--- src/rtl/datapath_param.sv ---
// datapath_param: bus-based CPU datapath. It has an index-addressed register file, PC, HI, LO,
// MDR, Y and Z (ZHI/ZLO) registers around one shared bus. The ALU takes A = Y and B = bus.
// Optional feature macro: DATAPATH_MULDIV_EN. When it is defined, a sequential signed
// multiply/divide unit is added, with a start/busy/done handshake.
module datapath_param #(
    parameter int unsigned WIDTH = 32,
    parameter int unsigned NREGS = 16
) (
    input  logic                     clk,
    input  logic                     clr,
    input  logic [WIDTH-1:0]         mdatain,
    input  logic                     readMDR,
    input  logic                     MDRin,
    input  logic                     reg_in_en,
    input  logic [$clog2(NREGS)-1:0] reg_in_idx,
    input  logic                     reg_out_en,
    input  logic [$clog2(NREGS)-1:0] reg_out_idx,
    input  logic                     Yin,
    input  logic                     PCin,
    input  logic                     HIin,
    input  logic                     LOin,
    input  logic                     HIout,
    input  logic                     LOout,
    input  logic                     ZHIout,
    input  logic                     ZLOout,
    input  logic                     PCout,
    input  logic                     MDRout,
    input  logic [3:0]               op,
    input  logic                     start,
    output logic                     busy,
    output logic                     done,
    output logic [WIDTH-1:0]         busMuxOut,
    output logic [WIDTH-1:0]         PC,
    output logic [WIDTH-1:0]         MDR,
    output logic [WIDTH-1:0]         HI,
    output logic [WIDTH-1:0]         LO,
    output logic [WIDTH-1:0]         Y,
    output logic [WIDTH-1:0]         ZHI,
    output logic [WIDTH-1:0]         ZLO,
    output logic [WIDTH*NREGS-1:0]   rf_dbg
);

    localparam int unsigned IW = $clog2(NREGS);
    localparam int unsigned SW = $clog2(WIDTH);

    localparam logic [3:0] OP_ADD  = 4'd0;
    localparam logic [3:0] OP_SUB  = 4'd1;
    localparam logic [3:0] OP_AND  = 4'd2;
    localparam logic [3:0] OP_OR   = 4'd3;
    localparam logic [3:0] OP_NOT  = 4'd4;
    localparam logic [3:0] OP_NEG  = 4'd5;
    localparam logic [3:0] OP_SHL  = 4'd6;
    localparam logic [3:0] OP_SHR  = 4'd7;
    localparam logic [3:0] OP_SHRA = 4'd8;
    localparam logic [3:0] OP_ROL  = 4'd9;
    localparam logic [3:0] OP_ROR  = 4'd10;

    logic [WIDTH-1:0] rf [NREGS];
    logic [WIDTH-1:0] rf_sel;
    logic [WIDTH-1:0] alu_res;
    logic [SW-1:0]    shamt;
    logic             single_go;

    // Flat debug view of the register file, R0 in the LSBs
    for (genvar g = 0; g < NREGS; g++) begin : g_dbg
        assign rf_dbg[g*WIDTH +: WIDTH] = rf[g];
    end

    // Register file read port
    always_comb begin
        rf_sel = '0;
        for (int i = 0; i < NREGS; i++) begin
            if (reg_out_idx == IW'(i)) rf_sel = rf[i];
        end
    end

    // Shared bus, fixed priority with the register file first
    always_comb begin
        if (reg_out_en)  busMuxOut = rf_sel;
        else if (HIout)  busMuxOut = HI;
        else if (LOout)  busMuxOut = LO;
        else if (ZHIout) busMuxOut = ZHI;
        else if (ZLOout) busMuxOut = ZLO;
        else if (PCout)  busMuxOut = PC;
        else if (MDRout) busMuxOut = MDR;
        else             busMuxOut = '0;
    end

    // Register file write port
    always_ff @(posedge clk) begin
        for (int i = 0; i < NREGS; i++) begin
            if (clr) rf[i] <= '0;
            else if (reg_in_en && reg_in_idx == IW'(i)) rf[i] <= busMuxOut;
        end
    end

    // Special registers loaded from the bus (MDR may instead load memory data)
    always_ff @(posedge clk) begin
        if (clr) begin
            PC  <= '0;
            HI  <= '0;
            LO  <= '0;
            Y   <= '0;
            MDR <= '0;
        end else begin
            if (PCin)  PC  <= busMuxOut;
            if (HIin)  HI  <= busMuxOut;
            if (LOin)  LO  <= busMuxOut;
            if (Yin)   Y   <= busMuxOut;
            if (MDRin) MDR <= readMDR ? mdatain : busMuxOut;
        end
    end

    assign shamt = busMuxOut[SW-1:0];

    // Single-cycle ALU; a shift by zero makes the complementary rotate term vanish
    always_comb begin
        alu_res = '0;
        case (op)
            OP_ADD:  alu_res = Y + busMuxOut;
            OP_SUB:  alu_res = Y - busMuxOut;
            OP_AND:  alu_res = Y & busMuxOut;
            OP_OR:   alu_res = Y | busMuxOut;
            OP_NOT:  alu_res = ~busMuxOut;
            OP_NEG:  alu_res = -busMuxOut;
            OP_SHL:  alu_res = Y << shamt;
            OP_SHR:  alu_res = Y >> shamt;
            OP_SHRA: alu_res = $signed(Y) >>> shamt;
            OP_ROL:  alu_res = (Y << shamt) | (Y >> (WIDTH - 32'(shamt)));
            OP_ROR:  alu_res = (Y >> shamt) | (Y << (WIDTH - 32'(shamt)));
            default: alu_res = '0;
        endcase
    end

`ifdef DATAPATH_MULDIV_EN
    localparam logic [3:0] OP_MUL = 4'd11;
    localparam logic [3:0] OP_DIV = 4'd12;

    typedef enum logic [1:0] {S_IDLE, S_ITER, S_FIX} state_t;

    state_t             state, state_n;
    logic               is_seq_op, seq_go;
    logic               is_div, neg_q;
    logic [WIDTH-1:0]   a_q, m, mag_a, mag_b;
    logic [2*WIDTH-1:0] acc, acc_step, prod;
    logic [SW-1:0]      cnt;
    logic [WIDTH:0]     mul_sum, div_sh, div_diff;
    logic [WIDTH-1:0]   fix_hi, fix_lo, quo, rem;

    assign is_seq_op = (op == OP_MUL) || (op == OP_DIV);
    assign seq_go    = start && (state == S_IDLE) && is_seq_op;
    assign single_go = start && (state == S_IDLE) && !is_seq_op;
    assign mag_a     = Y[WIDTH-1] ? -Y : Y;
    assign mag_b     = busMuxOut[WIDTH-1] ? -busMuxOut : busMuxOut;

    // Sequencer state register; busy mirrors the next state
    always_ff @(posedge clk) begin
        if (clr) begin
            state <= S_IDLE;
            busy  <= 1'b0;
        end else begin
            state <= state_n;
            busy  <= (state_n != S_IDLE);
        end
    end

    // Sequencer next state
    always_comb begin
        state_n = state;
        case (state)
            S_IDLE:  if (seq_go) state_n = S_ITER;
            S_ITER:  if (cnt == '0) state_n = S_FIX;
            S_FIX:   state_n = S_IDLE;
            default: state_n = S_IDLE;
        endcase
    end

    // One shift-add or restoring-subtract step on the magnitudes
    always_comb begin
        mul_sum  = {1'b0, acc[2*WIDTH-1:WIDTH]} + (acc[0] ? {1'b0, m} : '0);
        div_sh   = {acc[2*WIDTH-1:WIDTH], acc[WIDTH-1]};
        div_diff = div_sh - {1'b0, m};
        if (!is_div)
            acc_step = {mul_sum, acc[WIDTH-1:1]};
        else if (div_diff[WIDTH])
            acc_step = {div_sh[WIDTH-1:0], acc[WIDTH-2:0], 1'b0};
        else
            acc_step = {div_diff[WIDTH-1:0], acc[WIDTH-2:0], 1'b1};
    end

    // Operand capture and iteration; acc is {rem, quotient} for DIV, the product for MUL
    always_ff @(posedge clk) begin
        if (clr) begin
            acc    <= '0;
            m      <= '0;
            a_q    <= '0;
            is_div <= 1'b0;
            neg_q  <= 1'b0;
            cnt    <= '0;
        end else if (seq_go) begin
            is_div <= (op == OP_DIV);
            neg_q  <= Y[WIDTH-1] ^ busMuxOut[WIDTH-1];
            a_q    <= Y;
            m      <= (op == OP_DIV) ? mag_b : mag_a;
            acc    <= (op == OP_DIV) ? {{WIDTH{1'b0}}, mag_a} : {{WIDTH{1'b0}}, mag_b};
            cnt    <= SW'(WIDTH - 1);
        end else if (state == S_ITER) begin
            acc <= acc_step;
            cnt <= cnt - SW'(1);
        end
    end

    // Sign fix; a zero divisor yields all-ones quotient and the dividend as remainder
    always_comb begin
        prod   = neg_q ? -acc : acc;
        quo    = neg_q ? -acc[WIDTH-1:0] : acc[WIDTH-1:0];
        rem    = a_q[WIDTH-1] ? -acc[2*WIDTH-1:WIDTH] : acc[2*WIDTH-1:WIDTH];
        fix_hi = prod[2*WIDTH-1:WIDTH];
        fix_lo = prod[WIDTH-1:0];
        if (is_div) begin
            if (m == '0) begin
                fix_lo = '1;
                fix_hi = a_q;
            end else begin
                fix_lo = quo;
                fix_hi = rem;
            end
        end
    end
`else
    assign single_go = start;
    assign busy      = 1'b0;
`endif

    // Z registers and done pulse
    always_ff @(posedge clk) begin
        if (clr) begin
            ZHI  <= '0;
            ZLO  <= '0;
            done <= 1'b0;
        end else begin
            done <= 1'b0;
            if (single_go) begin
                ZLO  <= alu_res;
                ZHI  <= '0;
                done <= 1'b1;
            end
`ifdef DATAPATH_MULDIV_EN
            else if (state == S_FIX) begin
                ZLO  <= fix_lo;
                ZHI  <= fix_hi;
                done <= 1'b1;
            end
`endif
        end
    end

endmodule

--- config.mk ---
export PLATFORM = sky130hd
export DESIGN_NAME = datapath_param
export DESIGN_NICKNAME = d
export VERILOG_FILES = /design/src/rtl/datapath_param.sv
export SDC_FILE = /design/constraint.sdc
export NUM_CORES = 2
export LEC_CHECK = 0
export ABC_AREA = 1
export ABC_CLOCK_PERIOD_IN_PS = 20600
export CORE_MARGIN = 2
export CORE_UTILIZATION = 30
export CTS_CLUSTER_DIAMETER = 150
export DETAILED_ROUTE_END_ITERATION = 10
export GPL_TIMING_DRIVEN = 0
export PLACE_DENSITY_LB_ADDON = 0.3
export SYNTH_ARGS = -nofsm -noshare
export SYNTH_HDL_FRONTEND = slang
export SYNTH_SLANG_ARGS = --single-unit
--- constraint.sdc ---
create_clock -name clk -period 20.6 [get_ports clk]
set_clock_uncertainty 0.1 [all_clocks]
set_input_delay 6.18 -clock clk [delete_from_list [all_inputs] [get_ports clk]]
set_output_delay 6.18 -clock clk [all_outputs]
set_load 0.005 [all_outputs]
==> qor_table.md <==
| Metric | Value | Unit |
|---|---|---|
| Number of DRC violations after detailed routing | 0 | - |
| Placeable Area | 0.1395 | mm^2 |
| Kind of capture point of the worst setup path | output port | - |
| Port bufs | 791 | - |
| Fraction of final layout cells with drive strength greater than 1 | 5.070 | % |
| CP required | 14.32 | ns |
| Antenna viol nets, final | 0 | - |
| Initial core utilization | 30.26 | % |
| Net switching power | 1954 | uW |
| Remaining Overflow, GRT | 0 | - |
| Startpoint of the most critical setup path | reg_out_idx[3] | - |
| Number of enable-type register cells in the synthesized netlist | 512 | - |
| Width of the die | 379.1 | um |
| Maximum number of pins on one net before global-route repair | 33 | - |
| Dominant register cell in the synthesized netlist | sky130_fd_sc_hd__edfxtp_1 | - |
| Post-synthesis cell count | 5604 | - |
| Global-route track usage on met3 | 8.957 | % |
| Worst-case vdd ir drop | 0.00006545 | V |
| Clock period minus worst slack | 19.36 | ns |
| Fraction of power consumed by combinational cells | 33.8 | % |
| Total setup violations reported at the end of the flow | 0 | - |
| Per-cell routed wire length | 36.52 | um |
| Highest attainable clock frequency | 51.64 | MHz |
| Met1 track demand over resource in global routing | 52.00 | % |
| Clock tree from TritonCTS | done | - |
| Post-CTS setup repair buffer count | 0 | - |
| Yosys synthesis warning count | 0 | - |
| CTS-repair resized insts | 0 | - |
| Number of sinks driven by the clock tree | 705 | - |
| Total number of vias | 49980 | - |
| Vertical extent of the die | 379.1 | um |
| Violations in the final reports | capacitance limit | - |
| Part of the power in the clock network | 31.0 | % |
| Setup TNS Final | 0 | ns |
| Vias in the first global route | 45760 | - |
| Cell-internal power | 2869 | uW |
| Max Transition Viols Final | 0 | - |
| Count of pins on the block boundary | 831 | - |
| Top Usage Layer GRT | met2 | - |
| Largest fanout on the critical path | 11 | - |
| Critical path class | in -> out | - |
| Status | complete, but fails checks | - |
| H-tree levels | 3 | - |
| Post-place instance area | 0.05301 | mm^2 |
| Sequential area share after synthesis | 45.57 | % |
| Maximum clock insertion buffer count | 3 | - |
| Total global routing track utilization | 41.29 | % |
| Area added between synthesis and finish | 31.91 | % |
| Number of nets in the layout | 6685 | - |
| Critical register-to-register path startpoint | rf[0][1] | - |
| Critical path startpoint category | input pin | - |
| Flops & latches, synth | 705 | - |
| Total detailed-routing wirelength | 309400 | um |
| Endpoints failing hold | 0 | - |
| Routability Congestion | 1.068 | - |
| Share of synthesized registers carrying an async set or reset | 0 | % |
| Estimated wirelength of the detail-placed design | 250300 | um |
| Number of buffers created by CTS | 80 | - |
| Hold Path Origin | MDR[19] | - |
| Hold crit path type | reg -> reg | - |
| Post-layout instance area | 0.05569 | mm^2 |
| Number of DRC markers after the initial detailed-route iteration | 7711 | - |
| Switch share | 40.52 | % |
| Total leakage power | 0.02207 | uW |
| Floorplan die area | 0.1437 | mm^2 |
| # Max-Cap Violations | 1 | - |
| Global-route met2 utilization | 64.30 | % |
| Data arrival time at the worst-slack endpoint | 13.08 | ns |
| Cell area after synthesis | 0.04222 | mm^2 |
| Count of cell types in the netlist | 60 | - |
| PwrDens | 86.60 | mW/mm^2 |
| Clk_lat worst skew | 0.72 | ns |
| Hold_ws | 0.3995 | ns |
| Number of antenna violations at the first check in global routing | 29 | - |
| Power share of the sequential group | 35.2 | % |
| CTS hold repair buffers | 0 | - |
| Fill cell instance count of the final layout | 14650 | - |
| Global-route wire length before repair | 401200 | um |
| Placement Rows | 137 | - |
| Routed via count divided by cell count | 5.898 | - |
| Count of TritonRoute iterations in the first routing pass | 6 | - |
| Ratio of final minimum period to clock period | 94.00 | % |
| Cell at the root of the clock tree | sky130_fd_sc_hd__clkbuf_16 | - |
| Average footprint of a synthesized cell | 7.534 | um^2 |
| Clk pin slew, worst setup/hold paths | 0.06 | ns |
| Setup repair after global routing missed its margin | no | - |
| Max_slew headroom | 0.2873 | % |
| Pin slew with the least headroom to its limit | 1.496 | ns |
-- synthesized netlist by cell type, drive strengths merged (2+ instances only) --
| cell type | count | area (um^2) |
|---|---|---|
| a21boi | 2 | 15.01 |
| a21o | 5 | 37.54 |
| a21oi | 474 | 2372 |
| a221o | 9 | 90.09 |
| a221oi | 23 | 201.4 |
| a31oi | 9 | 56.30 |
| a41o | 2 | 20.02 |
| and2 | 2 | 12.51 |
| and3 | 2 | 12.51 |
| buf | 165 | 877.1 |
| clkbuf | 261 | 979.7 |
| clkinv | 9 | 33.78 |
| dfxtp | 193 | 3864 |
| edfxtp | 512 | 15370 |
| fa | 2 | 40.04 |
| ha | 98 | 1226 |
| inv | 382 | 1434 |
| mux2i | 6 | 60.06 |
| nand2 | 1299 | 4926 |
| nand3 | 705 | 3528 |
| nand3b | 14 | 105.1 |
| nand4 | 120 | 750.7 |
| nor2 | 754 | 2895 |
| nor3 | 20 | 100.1 |
| nor4 | 4 | 25.02 |
| o2111a | 2 | 22.52 |
| o2111ai | 10 | 87.58 |
| o211ai | 104 | 780.8 |
| o21a | 4 | 30.03 |
| o21ai | 333 | 1667 |
| o21bai | 2 | 15.01 |
| o221ai | 16 | 140.1 |
| o22ai | 12 | 75.07 |
| or2 | 24 | 150.2 |
| xnor2 | 3 | 26.28 |
| xor2 | 9 | 78.83 |
-- layout by cell type, fill, tap and decap left out, types with 15 or more instances in the layout --
master	synthesis	layout
sky130_fd_sc_hd__nand3_1	705	705
sky130_fd_sc_hd__ha_1	98	98
sky130_fd_sc_hd__o221ai_1	16	16
sky130_fd_sc_hd__o21ai_1	39	39
sky130_fd_sc_hd__nand2_2	17	25
sky130_fd_sc_hd__edfxtp_1	512	512
sky130_fd_sc_hd__clkdlybuf4s50_1	0	791
sky130_fd_sc_hd__a21oi_1	474	474
sky130_fd_sc_hd__o21ai_0	294	286
sky130_fd_sc_hd__nand2_1	1281	1273
sky130_fd_sc_hd__or2_2	20	20
sky130_fd_sc_hd__a221oi_1	23	23
sky130_fd_sc_hd__inv_1	358	358
sky130_fd_sc_hd__nand4_1	120	120
sky130_fd_sc_hd__buf_1	55	55
sky130_fd_sc_hd__nor2_1	742	742
sky130_fd_sc_hd__conb_1	1	33
sky130_fd_sc_hd__nor3_1	20	20
sky130_fd_sc_hd__o211ai_1	104	104
sky130_fd_sc_hd__clkbuf_1	261	284
sky130_fd_sc_hd__clkinv_1	9	15
sky130_fd_sc_hd__buf_2	65	65
sky130_fd_sc_hd__buf_4	43	44
sky130_fd_sc_hd__dfxtp_1	193	193
sky130_fd_sc_hd__clkbuf_16	0	83
sky130_fd_sc_hd__inv_2	24	24
-- critical path, stage by stage --
cell and delay (ns):
sky130_fd_sc_hd__clkdlybuf4s50_1 0.67, sky130_fd_sc_hd__inv_2 0.11, sky130_fd_sc_hd__nand2_1 0.16, sky130_fd_sc_hd__nor2_1 0.08, sky130_fd_sc_hd__buf_2 0.23, sky130_fd_sc_hd__buf_1 0.41
sky130_fd_sc_hd__nand2_1 0.24, sky130_fd_sc_hd__nand4_1 0.11, sky130_fd_sc_hd__a221oi_1 1.11, sky130_fd_sc_hd__nand4_1 0.25, sky130_fd_sc_hd__a221oi_1 0.81, sky130_fd_sc_hd__nand4_1 0.34
sky130_fd_sc_hd__nand3b_1 0.26, sky130_fd_sc_hd__nand2_1 0.44, sky130_fd_sc_hd__clkbuf_1 1.06, sky130_fd_sc_hd__inv_1 0.11, sky130_fd_sc_hd__clkdlybuf4s50_1 0.49
-- logic make-up after synthesis --
logic type | share of synthesized area (%)
buffers and inverters | 7.874
DFF | 45.57
other | 0.008882
xor gates and xnor gates | 0.2490
adders and majority gates | 2.999
and+or+nand+nor | 29.64
muxes | 0.1423
AOI/OAI and AO/OA | 13.52
-- power groups by stage --
stage	clock network, uW	registers (uW)	logic [uW]
3_3_place_gp	0	1730	1550
4_1_cts	1480	1690	1560
2_1_floorplan	0	1670	718
3_5_place_dp	0	1720	1560
6_report	1500	1700	1630
5_1_grt	1540	1700	1670
-- flip-flops by register name, summed over array words and instances (netlist names) --
name and flops:
rf 512, HI 32, Y 32, done 1
ZLO 32, PC 32, LO 32, MDR 32
-- final timing paths --
path / to / slack, ns / depth (start not counted)
setup / recovery: busMuxOut[15] / 1.24 / 17
hold / removal: MDR[19] / 0.40 / 2
setup reg to reg: ZLO[21] / 11.30 / 31
hold reg to reg: MDR[19] / 0.40 / 2
-- stage by stage --
stage,power (uW),worst slack (ns),instances,utilization (%)
2_1_floorplan,2391,6.043,5636,-
3_3_place_gp,3282,1.638,8303,37.70
3_5_place_dp,3277,1.668,8318,37.99
4_1_cts,4739,1.628,8464,39.89
5_1_grt,4902,1.484,8467,39.90
6_report,4823,1.236,8473,39.91
-- final cells by class --
type	count	area, um^2	share of cell area (%)
tap	1876	2347	4.215
clock buffer	112	2236	4.015
inverter	391	1468	2.635
clock inverter	34	421.7	0.7571
buffer	426	1858	3.336
sequential	705	19240	34.55
timing repair buffer	806	8213	14.75
antenna	9	22.52	0.04044
multi-input combinational	4114	19890	35.71
-- layer usage --
layer | wire (um) | vias to the layer above
li1 | - | 20880
met1 | 117900 | 24630
met2 | 136900 | 3776
met3 | 32480 | 669
met4 | 21990 | 26
met5 | 185 | -
Power figures use the tool's default switching activity.
